## src/rtl/xgs_trig_ctrl.sv

```systemverilog
`default_nettype none
// ============================================================================
// Module  : xgs_trig_ctrl
// Brief   : Frame-trigger controller: HW/SW/immediate sources, debounce, delay
//           and handshake with the sensor, plus a saturating missed counter.
// Revision: 1.0 - initial release
// ============================================================================
module xgs_trig_ctrl #(
    parameter int NUM_HW_TRIG = 4,
    parameter int DLY_W       = 24,
    parameter int DBNC_W      = 8,
    parameter int MISS_W      = 16
) (
    input  logic                       sys_clk,
    input  logic                       sys_reset,
    input  logic [NUM_HW_TRIG-1:0]     hw_trig,
    input  logic                       sw_trig,
    input  logic                       grab_en,
    input  logic [1:0]                 cfg_grab_src,
    input  logic [2:0]                 cfg_act,
    input  logic [((NUM_HW_TRIG > 1) ? $clog2(NUM_HW_TRIG) : 1)-1:0] cfg_hw_sel,
    input  logic [DLY_W-1:0]           cfg_delay,
    input  logic [DBNC_W-1:0]          cfg_debounce,
    input  logic                       sensor_ready,
    output logic                       trig_out,
    output logic                       busy,
    output logic [MISS_W-1:0]          missed_cnt,
    input  logic                       missed_clr
);

    localparam int C_SEL_W = (NUM_HW_TRIG > 1) ? $clog2(NUM_HW_TRIG) : 1;

    localparam logic [1:0] C_SRC_NONE = 2'd0;
    localparam logic [1:0] C_SRC_IMM  = 2'd1;
    localparam logic [1:0] C_SRC_HW   = 2'd2;
    localparam logic [1:0] C_SRC_SW   = 2'd3;

    localparam logic [2:0] C_ACT_FALL = 3'd1;
    localparam logic [2:0] C_ACT_ANY  = 3'd2;
    localparam logic [2:0] C_ACT_LHI  = 3'd3;
    localparam logic [2:0] C_ACT_LLO  = 3'd4;

    typedef enum logic [1:0] {
        ST_IDLE  = 2'd0,
        ST_DELAY = 2'd1,
        ST_ARM   = 2'd2
    } state_t;

    state_t                 state_q, state_d;
    logic [NUM_HW_TRIG-1:0] sync1_q, sync2_q;
    logic [C_SEL_W-1:0]     sel_prev_q;
    logic [DBNC_W-1:0]      dbnc_cnt_q, dbnc_cnt_d;
    logic                   filt_q, filt_d, filt_prev_q;
    logic                   evt_q, evt_d, evt_edge_q, evt_edge_d;
    logic [DLY_W-1:0]       cnt_q, cnt_d;
    logic                   trig_q, trig_d;
    logic [MISS_W-1:0]      missed_q, missed_d;
    logic                   sel_bit;
    logic                   hw_evt, hw_is_edge;
    logic                   evt_live;

    always_comb begin
        sel_bit = sync2_q[0];
        if (int'(cfg_hw_sel) < NUM_HW_TRIG) begin
            sel_bit = sync2_q[cfg_hw_sel];
        end
    end

    // Debounce: the filtered level follows the selected channel only after it
    // has disagreed for cfg_debounce+1 consecutive cycles.
    always_comb begin
        dbnc_cnt_d = dbnc_cnt_q;
        filt_d     = filt_q;
        if (cfg_hw_sel != sel_prev_q) begin
            dbnc_cnt_d = '0;
        end else if (sel_bit == filt_q) begin
            dbnc_cnt_d = '0;
        end else if (dbnc_cnt_q >= cfg_debounce) begin
            filt_d     = sel_bit;
            dbnc_cnt_d = '0;
        end else begin
            dbnc_cnt_d = dbnc_cnt_q + DBNC_W'(1);
        end
    end

    always_comb begin
        hw_evt     = filt_q & ~filt_prev_q;
        hw_is_edge = 1'b1;
        case (cfg_act)
            C_ACT_FALL: hw_evt = ~filt_q & filt_prev_q;
            C_ACT_ANY:  hw_evt = filt_q ^ filt_prev_q;
            C_ACT_LHI: begin
                hw_evt     = filt_q;
                hw_is_edge = 1'b0;
            end
            C_ACT_LLO: begin
                hw_evt     = ~filt_q;
                hw_is_edge = 1'b0;
            end
            default: hw_evt = filt_q & ~filt_prev_q;
        endcase
    end

    always_comb begin
        evt_d      = 1'b0;
        evt_edge_d = 1'b0;
        case (cfg_grab_src)
            C_SRC_NONE: evt_d = 1'b0;
            C_SRC_IMM:  evt_d = 1'b1;
            C_SRC_HW: begin
                evt_d      = hw_evt;
                evt_edge_d = hw_is_edge;
            end
            C_SRC_SW: begin
                evt_d      = sw_trig;
                evt_edge_d = 1'b1;
            end
            default: evt_d = 1'b0;
        endcase
        evt_d = evt_d & grab_en;
    end

    assign evt_live = evt_q & grab_en;

    always_comb begin
        state_d = state_q;
        cnt_d   = cnt_q;
        trig_d  = 1'b0;
        if (!grab_en) begin
            state_d = ST_IDLE;
        end else begin
            case (state_q)
                ST_IDLE: begin
                    if (evt_live) begin
                        cnt_d   = cfg_delay;
                        state_d = ST_DELAY;
                    end
                end
                ST_DELAY: begin
                    if (cnt_q != '0) begin
                        cnt_d = cnt_q - DLY_W'(1);
                    end else begin
                        state_d = ST_ARM;
                    end
                end
                ST_ARM: begin
                    if (sensor_ready) begin
                        trig_d  = 1'b1;
                        state_d = ST_IDLE;
                    end
                end
                default: state_d = ST_IDLE;
            endcase
        end
    end

    // Only edge-type (HW edge or SW strobe) events can be missed; clear wins.
    always_comb begin
        missed_d = missed_q;
        if (missed_clr) begin
            missed_d = '0;
        end else if (evt_live && evt_edge_q && (state_q != ST_IDLE) && (missed_q != '1)) begin
            missed_d = missed_q + MISS_W'(1);
        end
    end

    always_ff @(posedge sys_clk) begin
        if (sys_reset) begin
            state_q     <= ST_IDLE;
            sync1_q     <= '0;
            sync2_q     <= '0;
            sel_prev_q  <= '0;
            dbnc_cnt_q  <= '0;
            filt_q      <= 1'b0;
            filt_prev_q <= 1'b0;
            evt_q       <= 1'b0;
            evt_edge_q  <= 1'b0;
            cnt_q       <= '0;
            trig_q      <= 1'b0;
            missed_q    <= '0;
        end else begin
            state_q     <= state_d;
            sync1_q     <= hw_trig;
            sync2_q     <= sync1_q;
            sel_prev_q  <= cfg_hw_sel;
            dbnc_cnt_q  <= dbnc_cnt_d;
            filt_q      <= filt_d;
            filt_prev_q <= filt_q;
            evt_q       <= evt_d;
            evt_edge_q  <= evt_edge_d;
            cnt_q       <= cnt_d;
            trig_q      <= trig_d;
            missed_q    <= missed_d;
        end
    end

    assign trig_out   = trig_q;
    assign busy       = (state_q != ST_IDLE);
    assign missed_cnt = missed_q;

endmodule
`default_nettype wire

```

## config.mk

```make
export PLATFORM = sky130hd
export DESIGN_NAME = xgs_trig_ctrl
export DESIGN_NICKNAME = d
export VERILOG_FILES = /design/src/rtl/xgs_trig_ctrl.sv
export SDC_FILE = /design/constraint.sdc
export NUM_CORES = 1
export LEC_CHECK = 0
export BUFFER_PORTS_ARGS = -buffer_cell sky130_fd_sc_hd__buf_2
export CAP_MARGIN = 20
export CORE_UTILIZATION = 50
export CTS_CLUSTER_SIZE = 40
export DETAILED_ROUTE_END_ITERATION = 10
export HOLD_SLACK_MARGIN = 0.1
export PLACE_DENSITY = 0.73
export SYNTH_ARGS = -nofsm -noshare
export SYNTH_HDL_FRONTEND = slang
export SYNTH_SLANG_ARGS = --single-unit
```

## constraint.sdc

```tcl
create_clock -name sys_clk -period 2.9 [get_ports sys_clk]
set_input_delay 0.435 -clock sys_clk [delete_from_list [all_inputs] [get_ports sys_clk]]
set_output_delay 0.435 -clock sys_clk [all_outputs]
set_load 0.03 [all_outputs]
```

* Word level (Yosys, flattened, before mapping)
Index checks and enable logic that the tools add are counted.
** Storage, ports and cells
- Input bits :: 49
- Register bits :: 65
- Output and inout bits :: 18
- Word-level logic and storage cells :: 74
** Cells by class
- Add/subtract/negate cells :: 3
- Reductions and logical operators :: 16
- Equality and inequality tests :: 16
- Bitwise gates (word level) :: 11
- $lt $le $gt $ge :: 2
- Multiplexer cells :: 14
** Operators with widths (number)
- $mux 24 :: 2
- $pmux 24 s2 :: 1
- $reduce_bool 24->1 :: 1
- $sub 24x1->24 const B :: 1
- $add 16x1->16 const B :: 1
- $ne 16x16->1 const B :: 1
- $add 8x1->8 const B :: 1
- $ge 8x8->1 :: 1
- $ne 2x2->1 const B :: 4
- $pmux 1 s4 :: 2
- $eq 2x2->1 const B :: 3
- $eq 3x2->1 const B :: 2
- $mux 2 :: 3
- $not 1->1 :: 6
- $pmux 2 s3 :: 1
- $reduce_and 3->1 :: 2
- $reduce_or 2->1 :: 3
- $and 1x1->1 :: 4
- $eq 2x1->1 const B :: 2
- $logic_not 2->1 :: 2
- $reduce_and 4->1 :: 1
- $reduce_bool 2->1 :: 2
- $reduce_or 4->1 :: 1
- $eq 3x1->1 const B :: 1
- 10 further kinds :: 14

* Logic depth before layout (Yosys ltp)
Gate-level depths: netlist (run 1).
- Depth in word-level cells :: 5
- Mapped depth :: 7
- Gate-level depth less buffers :: 7

* Worst setup path after synthesis (run 1)
Ideal clock, no wire load.
- Path type :: flip-flop to flip-flop
- Start :: reg cnt_q[4]
- End :: reg cnt_q[15]
- Library setup time :: 117 ps
- Required time :: 2783 ps
- Path slack :: 537 ps
- Cell stages (with the launch flop) :: 8
- Arrival time :: 2245 ps
- Path through :: dfxtp_1 -> or4_4 -> or4_4 -> buf_6 -> o31a_1 -> nand2_1 -> inv_1 -> a32o_1
** Between the ends
- Word-level cells in the longest chain between the ends :: 3
- Elaborated cells on any way between the ends :: 6
- Those cells by class :: add/sub (1); eq/ne (1); mux (2); reduce/logical (2)
** RTL lines
- start: declaration :: line 55 : logic [DLY_W-1:0] cnt_q, cnt_d;
- start signal: assignment :: line 191 : cnt_q <= cnt_d;
- $sub 24x1->24 or $reduce_bool 24->1 (tied branches) :: line 141, 140
- $mux 24 or $ne 2x2->1 (tied branches)
- $pmux 24 s2 or $reduce_and 4->1 (tied branches)
Several ways; a longest one is shown, not always the timed one. The select of a mux whose other input is x is not followed.
A chain may end at the register's enable or synchronous reset.

* Final worst setup path (run 1)
- Start :: reg cnt_q[4]
- End :: reg cnt_q[20]
Same word-level chain as after synthesis.

==> impl_results.md, run 1 <==
- Status: completed
- PnR Total Power: 2.03 mW
- Port Buf Inserts: 66
- Die Wd: 86.2 µm
- CTS Hold Buffers Added: 0
- Clock sink count: 65
- Setup slack at placement: 0.357 ns
- RSZ-0062 raised after global routing: no
- Synth-to-layout area growth: 18.2%
- Initial antenna violation count: 0
- Ys Warns: 0
- Grt total ovfl: 0
- Flop and latch count out of synthesis: 65
- Post-layout nets: 570
- Die Area: 7430 µm²
- Core Area: 6830 µm²
- Total GRT Usage: 23.3%
- H-tree levels: 3
- Layout cells sized above 1: 20.7%
- DR vias: 3385
- Die Span Y: 86.2 µm
- Post-CTS Resized: 0
- CP Buf/Inv Count: 1
- DR vias/cell: 5.57
- # diodes: 0
- R2R setup slack: 0.30 ns
- DRC Markers: 0
- Endpoint type of the worst setup path: register
- Post-Synth Simple-Gate Area: 24.8%
- Num ports: 67
- TritonCTS clock tree: done
- # Post-CTS Setup Buffers: 0
- Largest fanout on the critical path: 14
- Tcrit/Tclk final: 89.8%
- Min Tclk post-route: 2.60 ns
- Max VDD drop: 292 µV
- Initial drt markers: 141
- Placed Cells incl. Taps: 592
- Synth Cell Area: 3540 µm²
- CP Class: reg2reg
- Clock Skews: 0.00776 ns
- Most frequent cells in the layout: buf_2 (66), dfxtp_1 (65), nor2_1 (52), nand2_1 (39), o21ai_0 (32)
- Routed WL per cell: 13.7 µm
- Mean Syn Cell Area: 8.04 µm²
- CP arrival: 2.89 ns
- Root Driver: clkbuf_8
- Post-DP HPWL: 5.95 mm
- CTS Buf Count: 9
- XOR/XNOR share of the synthesized area: 5.19%
- Sequential area share after synthesis: 36.7%
- Crit path launch: cnt_q[4]
- Slowest-stage cell, CP: or4_4
- # setup viols final: 0
- Synth Area in Adders: 4.94%
- Share of flip-flops with an asynchronous set or reset: 0%
- Cell count after synthesis: 441
- PnR worst setup slack: 0.295 ns
- Worst Hold Class: in2reg
- Commonest non-fill, non-tap cell in the layout: buf_2
- First-pass GRT wire length: 13.8 mm
- Fin Setup TNS: 0 ns
- Clock latency at the later pin of the worst-skew pair: 0.35 ns
- Vias in the first global route: 3120
- Detailed Route WL: 8.33 mm
- Crit-path cells: or4_4, or4_4, o31a_1, buf_4, a21bo_1, a21oi_2
- Fmax achieved: 384 MHz
- Std cell rows: 30
- CP most frequent cell: or4_4
- WHS: 0.296 ns
- Post-synthesis mux area share: 1.87%
- Final Max Slew Viols: 0
- Hold_sp: hw_trig[1]
- Largest family of logic cells by synthesized area: simple AND/OR/NAND/NOR gates
- Most common flop cell mapped by yosys: dfxtp_1
- Compound-Gate Fraction of Synth Area: 21.7%
- Non-filler instance count after layout: 608
- Crit-path max cell delay: 0.60 ns
- Pwr dens: 484 nW/µm²
- Synth Net Count: 504
- Drt pass-1 iters: 4
- Worst slew pin tran: 0.874 ns
- Number of synthesized flops with an enable pin: 0
- Delay-heaviest family, CP: simple AND/OR/NAND/NOR gates
- ANT nets after route: 0
- Starting Density: 51.9%
- Crit path launch type: register
- WP data required: 3.19 ns
- Netlist cell types: 57
- Clock buffer depth: 2
- Routability cong.: 0.861
- Slew HR: 41.7%
- Final hold vios: 0
- Critical R2R Launch: cnt_q[4]
- Largest net degree at the start of global routing: 49
- Max Cap Violations: 0
- Leak pwr: 1.67 nW
- Clock transition at the registers of the reported paths: 0.08 ns
-- worst paths after layout --
| check | depth (start not counted) | to |
|---|---|---|
| setup reg to reg | 6 | cnt_q[20] |
| hold reg to reg | 1 | sync2_q[2] |
| setup / recovery | 6 | cnt_q[20] |
| hold / removal | 2 | sync1_q[1] |
-- stage by stage --
step | util (%) | instance area, µm²
2_1_floorplan | - | 3540
3_3_place_gp | 58.2 | 3970
3_5_place_dp | 58.2 | 3970
4_1_cts | 61.4 | 4190
5_1_grt | 61.4 | 4190
6_report | 61.4 | 4190
-- layout make-up --
cell class              instances  area (µm²)
clock inverters                 7        95.1
well taps                      96         120
inverters                      21        78.8
fillers                       604        2640
clock buffers                   9         124
repair buffers                 75         398
flip-flops and latches         65        1300
multi-input cells             335        2070
-- worst register-to-register path, stage by stage (launching register included) --
cell and delay [ns]:
dfxtp_1 0.37, or4_4 0.59, or4_4 0.60, o31a_1 0.44
buf_4 0.24, a21bo_1 0.19, a21oi_2 0.12
-- per-layer routing --
metal / GRT usage [%] / up-vias / part of all wire [%]
met5: 0 / - / 0
met1: 28.5 / 1552 / 46
met4: 8.18 / 0 / 1.8
li1: - / 1717 / -
met2: 40.0 / 103 / 47
met3: 5.43 / 13 / 5.0
-- sequential cells by signal, indices dropped and copies added, names as in the netlist --
signal	cells
cnt_q	24
dbnc_cnt_q	8
evt_edge_q	1
evt_q	1
filt_prev_q	1
filt_q	1
missed_cnt	16
sel_prev_q	2
state_q	2
sync1_q	4
sync2_q	4
trig_out	1
-- cell families after synthesis --
logic type      Yosys count
compound gates          117
xor+xnor                 21
fa+ha+maj                14
buf+inv                  41
flops                    65
mux                       5
simple gates            178
-- Yosys cell counts (2+ instances only) --
| master | instances | area, µm² |
|---|---|---|
| a211oi_1 | 9 | 67.6 |
| or2_2 | 3 | 18.8 |
| o211ai_1 | 3 | 22.5 |
| a32o_1 | 2 | 20.0 |
| nand3b_1 | 3 | 22.5 |
| a31oi_1 | 6 | 37.5 |
| a22o_1 | 3 | 26.3 |
| nor2b_1 | 13 | 81.3 |
| a21o_1 | 2 | 15.0 |
| a21oi_1 | 31 | 155 |
| dfxtp_1 | 65 | 1300 |
| clkbuf_1 | 15 | 56.3 |
| xor2_1 | 7 | 61.3 |
| or3_1 | 4 | 25.0 |
| nand2b_1 | 3 | 18.8 |
| nor3b_1 | 5 | 37.5 |
| nor3_1 | 18 | 90.1 |
| o21ai_0 | 32 | 160 |
| mux2_2 | 3 | 33.8 |
| ha_1 | 14 | 175 |
| inv_1 | 21 | 78.8 |
| o41ai_1 | 3 | 26.3 |
| a22oi_1 | 3 | 22.5 |
| nor2_1 | 52 | 195 |
| and2_1 | 2 | 12.5 |
| and3_1 | 5 | 31.3 |
| o31ai_1 | 2 | 15.0 |
| o32ai_1 | 2 | 17.5 |
| or4_1 | 3 | 22.5 |
| or4_4 | 2 | 22.5 |
| buf_6 | 2 | 22.5 |
| nand2_1 | 39 | 146 |
| o21a_1 | 4 | 30.0 |
| nor4_1 | 8 | 50.1 |
| xnor2_1 | 14 | 123 |
| nand3_1 | 13 | 65.1 |
| nand4_1 | 3 | 18.8 |
| o2111ai_1 | 2 | 17.5 |
| a2111oi_0 | 2 | 17.5 |
-- where the power goes --
part	leakage, nW	switching [mW]	internal, mW
logic	1.04	0.149	0.101
clock network	0.109	0.374	0.483
registers	0.527	0.0136	0.910
total	1.67	0.536	1.49
No activity file was read; power rests on OpenSTA's default activity.
==> run 2, diff against run 1 <==
--- a/config.mk
+++ b/config.mk
@@ -8,6 +8,7 @@
 export BUFFER_PORTS_ARGS = -buffer_cell sky130_fd_sc_hd__buf_2
 export CAP_MARGIN = 20
 export CORE_UTILIZATION = 50
+export CTS_BUF_LIST = sky130_fd_sc_hd__clkbuf_16
 export CTS_CLUSTER_SIZE = 40
 export DETAILED_ROUTE_END_ITERATION = 10
 export HOLD_SLACK_MARGIN = 0.1
==> run 2 against run 1 <==
Net effect: first-iteration DRC count is 13% lower; fmax up 0.22%; final cell count did not move; via count rose by 1.2%; worst setup slack improved by 0.0056 ns; worst hold slack better by 0.019 ns; clock skew shrank 0.0048 ns; utilization grew 1.5 points.
==> impl_results.md, run 2 (same netlist as run 1, synthesis figures left out) <==
- Status: completed
- # diodes: 0 (unchanged)
- M2 GR Usage: 40.1% (+0.14 points)
- Routability cong.: 0.861 (unchanged)
- CTS Hold Buffers Added: 0 (unchanged)
- Commonest non-fill, non-tap cell in the layout: buf_2
- Drt pass-1 iters: 5 (+1)
- ANT nets after route: 0 (unchanged)
- Detailed Route WL: 8.38 mm (+0.58%)
- R2R depth: 6 (unchanged)
- Worst slew pin tran: 0.870 ns (-0.00448 ns)
- Post-DP HPWL: 5.95 mm (unchanged)
- Hold_sp: hw_trig[1]
- # setup viols final: 0 (unchanged)
- Max VDD drop: 378 µV (+29%)
- Min Tclk post-route: 2.60 ns (-0.00561 ns)
- First-pass GRT wire length: 14.0 mm (+1.6%)
- Pwr dens: 545 nW/µm² (+12%)
- Post-CTS Resized: 0 (unchanged)
- Largest reg by FF count: cnt_q
- Tcrit/Tclk final: 89.6% (-0.19 points)
- Worst Hold Class: in2reg
- Num ports: 67 (unchanged)
- Layout cells sized above 1: 20.7% (unchanged)
- Crit path launch type: register
- Port Buf Inserts: 66 (unchanged)
- Busiest grt layer: met2
- Synth-to-layout area growth: 21.1%
- Total GRT Usage: 23.6% (+0.33 points)
- Std cell rows: 30 (unchanged)
- Clock latency at the later pin of the worst-skew pair: 0.33 ns (-0.02 ns)
- Vias in the first global route: 3173 (+1.7%)
- Area of the multi-input gates: 2070 µm² (unchanged)
- Final hold vios: 0 (unchanged)
- Core Area: 6830 µm² (unchanged)
- Die Span Y: 86.2 µm (unchanged)
- Initial antenna violation count: 0 (unchanged)
- Fmax achieved: 385 MHz (+0.22%)
- WP data required: 3.17 ns (-0.02 ns)
- # fillers: 593 (-1.8%)
- DRC Markers: 0 (unchanged)
- RSZ-0062 raised after global routing: no
- Critical R2R Launch: cnt_q[4]
- Storage cell area: 1300 µm² (unchanged)
- # Post-CTS Setup Buffers: 0 (unchanged)
- Max Cap Violations: 0 (unchanged)
- Post-layout nets: 570 (unchanged)
- Root Driver: clkbuf_16
- Met1 GRT Util: 28.8% (+0.33 points)
- Placed Cells incl. Taps: 592 (unchanged)
- Grt total ovfl: 0 (unchanged)
- Clock transition at the registers of the reported paths: 0.06 ns (-0.02 ns)
- DR vias: 3426 (+1.2%)
- R2R setup slack: 0.30 ns (about the same)
- Clock sink count: 65 (unchanged)
- Fin Setup TNS: 0 ns (unchanged)
- Clock buffer depth: 2 (unchanged)
- Endpoint type of the worst setup path: register
- Max reg flops: 24 (unchanged)
- Initial drt markers: 122 (-13%)
- Largest fanout on the critical path: 14 (unchanged)
- Routed WL per cell: 13.8 µm (+0.58%)
- CP arrival: 2.87 ns (-0.02 ns)
- Final Max Slew Viols: 0 (unchanged)
- Die Wd: 86.2 µm (unchanged)
- DR vias/cell: 5.63 (+1.2%)
- Most frequent cells in the layout: buf_2 (66), dfxtp_1 (65), nor2_1 (52), nand2_1 (39), o21ai_0 (32)
- TritonCTS clock tree: done
- Placement Cell Area: 3970 µm² (unchanged)
- PnR worst setup slack: 0.301 ns (+0.00561 ns)
- H-tree levels: 3 (unchanged)
- Largest net degree at the start of global routing: 49 (unchanged)
- Setup slack at placement: 0.357 ns (unchanged)
- Met3 Resource Use GR: 4.00% (-1.4 points)
- Clock Skews: 0.00299 ns (-0.00477 ns)
- CTS Buf Count: 9 (unchanged)
- CP Class: reg2reg
- Non-filler instance count after layout: 608 (unchanged)
- Slew HR: 42.0% (+0.30 points)
- Die Area: 7430 µm² (unchanged)
- WHS Endpoint: sync1_q[1]
- Hold depth: 2 (unchanged)
- Critical R2R Capture: cnt_q[20]
- Leak pwr: 1.72 nW (+2.8%)
- Starting Density: 51.9% (unchanged)
- Final Cell Area: 4290 µm² (+2.4%)
## run 2: changes by cell type in the layout (fill, tap and decap cells not counted)
| cell | change |
|---|---|
| clkbuf_16 | +9 |
| clkbuf_8 | -9 |
## run 2: area by class of cell
class | count | area share (%)
clock buffer | 9 | 5.25
clock inverter | 7 | 2.22
inverter | 21 | 1.84
multi-input combinational | 335 | 48.3
sequential | 65 | 30.3
tap | 96 | 2.80
timing repair buffer | 75 | 9.27
## run 2: worst max-delay path, stage by stage, from the launching register on
cell and delay (ns):
dfxtp_1 0.37, or4_4 0.59, or4_4 0.59, o31a_1 0.44, buf_4 0.23, a21bo_1 0.19, a21oi_2 0.12
## run 2: where the power goes
group,switching [mW],total (mW),leakage [nW],internal (mW)
combinational,0.148,0.249,1.04,0.100
clock,0.413,1.16,0.155,0.751
sequential,0.0136,0.925,0.527,0.911
total,0.575,2.34,1.72,1.76
## run 2: stage by stage
stage / util, % / hold WS [ns] / total power, mW
2_1_floorplan: - / 0.414 / 1.11
3_3_place_gp: 58.2 / 0.425 / 1.18
3_5_place_dp: 58.2 / 0.427 / 1.19
4_1_cts: 62.8 / 0.313 / 2.34
5_1_grt: 62.8 / 0.321 / 2.42
6_report: 62.8 / 0.315 / 2.34
## run 2: worst max path at each step
stage               startpoint   endpoint
finish                cnt_q[4]  cnt_q[20]
global route          cnt_q[4]  cnt_q[20]
floorplan             cnt_q[4]  cnt_q[15]
global placement      cnt_q[4]  cnt_q[20]
CTS                   cnt_q[4]  cnt_q[20]
detailed placement    cnt_q[4]  cnt_q[20]
## run 2: metal layers
| metal | vias to the layer above | wire (µm) | share of wire [%] |
|---|---|---|---|
| met5 | - | 0 | 0 |
| met4 | 0 | 180 | 2.1 |
| met3 | 15 | 520 | 6.2 |
| met2 | 143 | 3970 | 47 |
| met1 | 1551 | 3710 | 44 |
| li1 | 1717 | - | - |
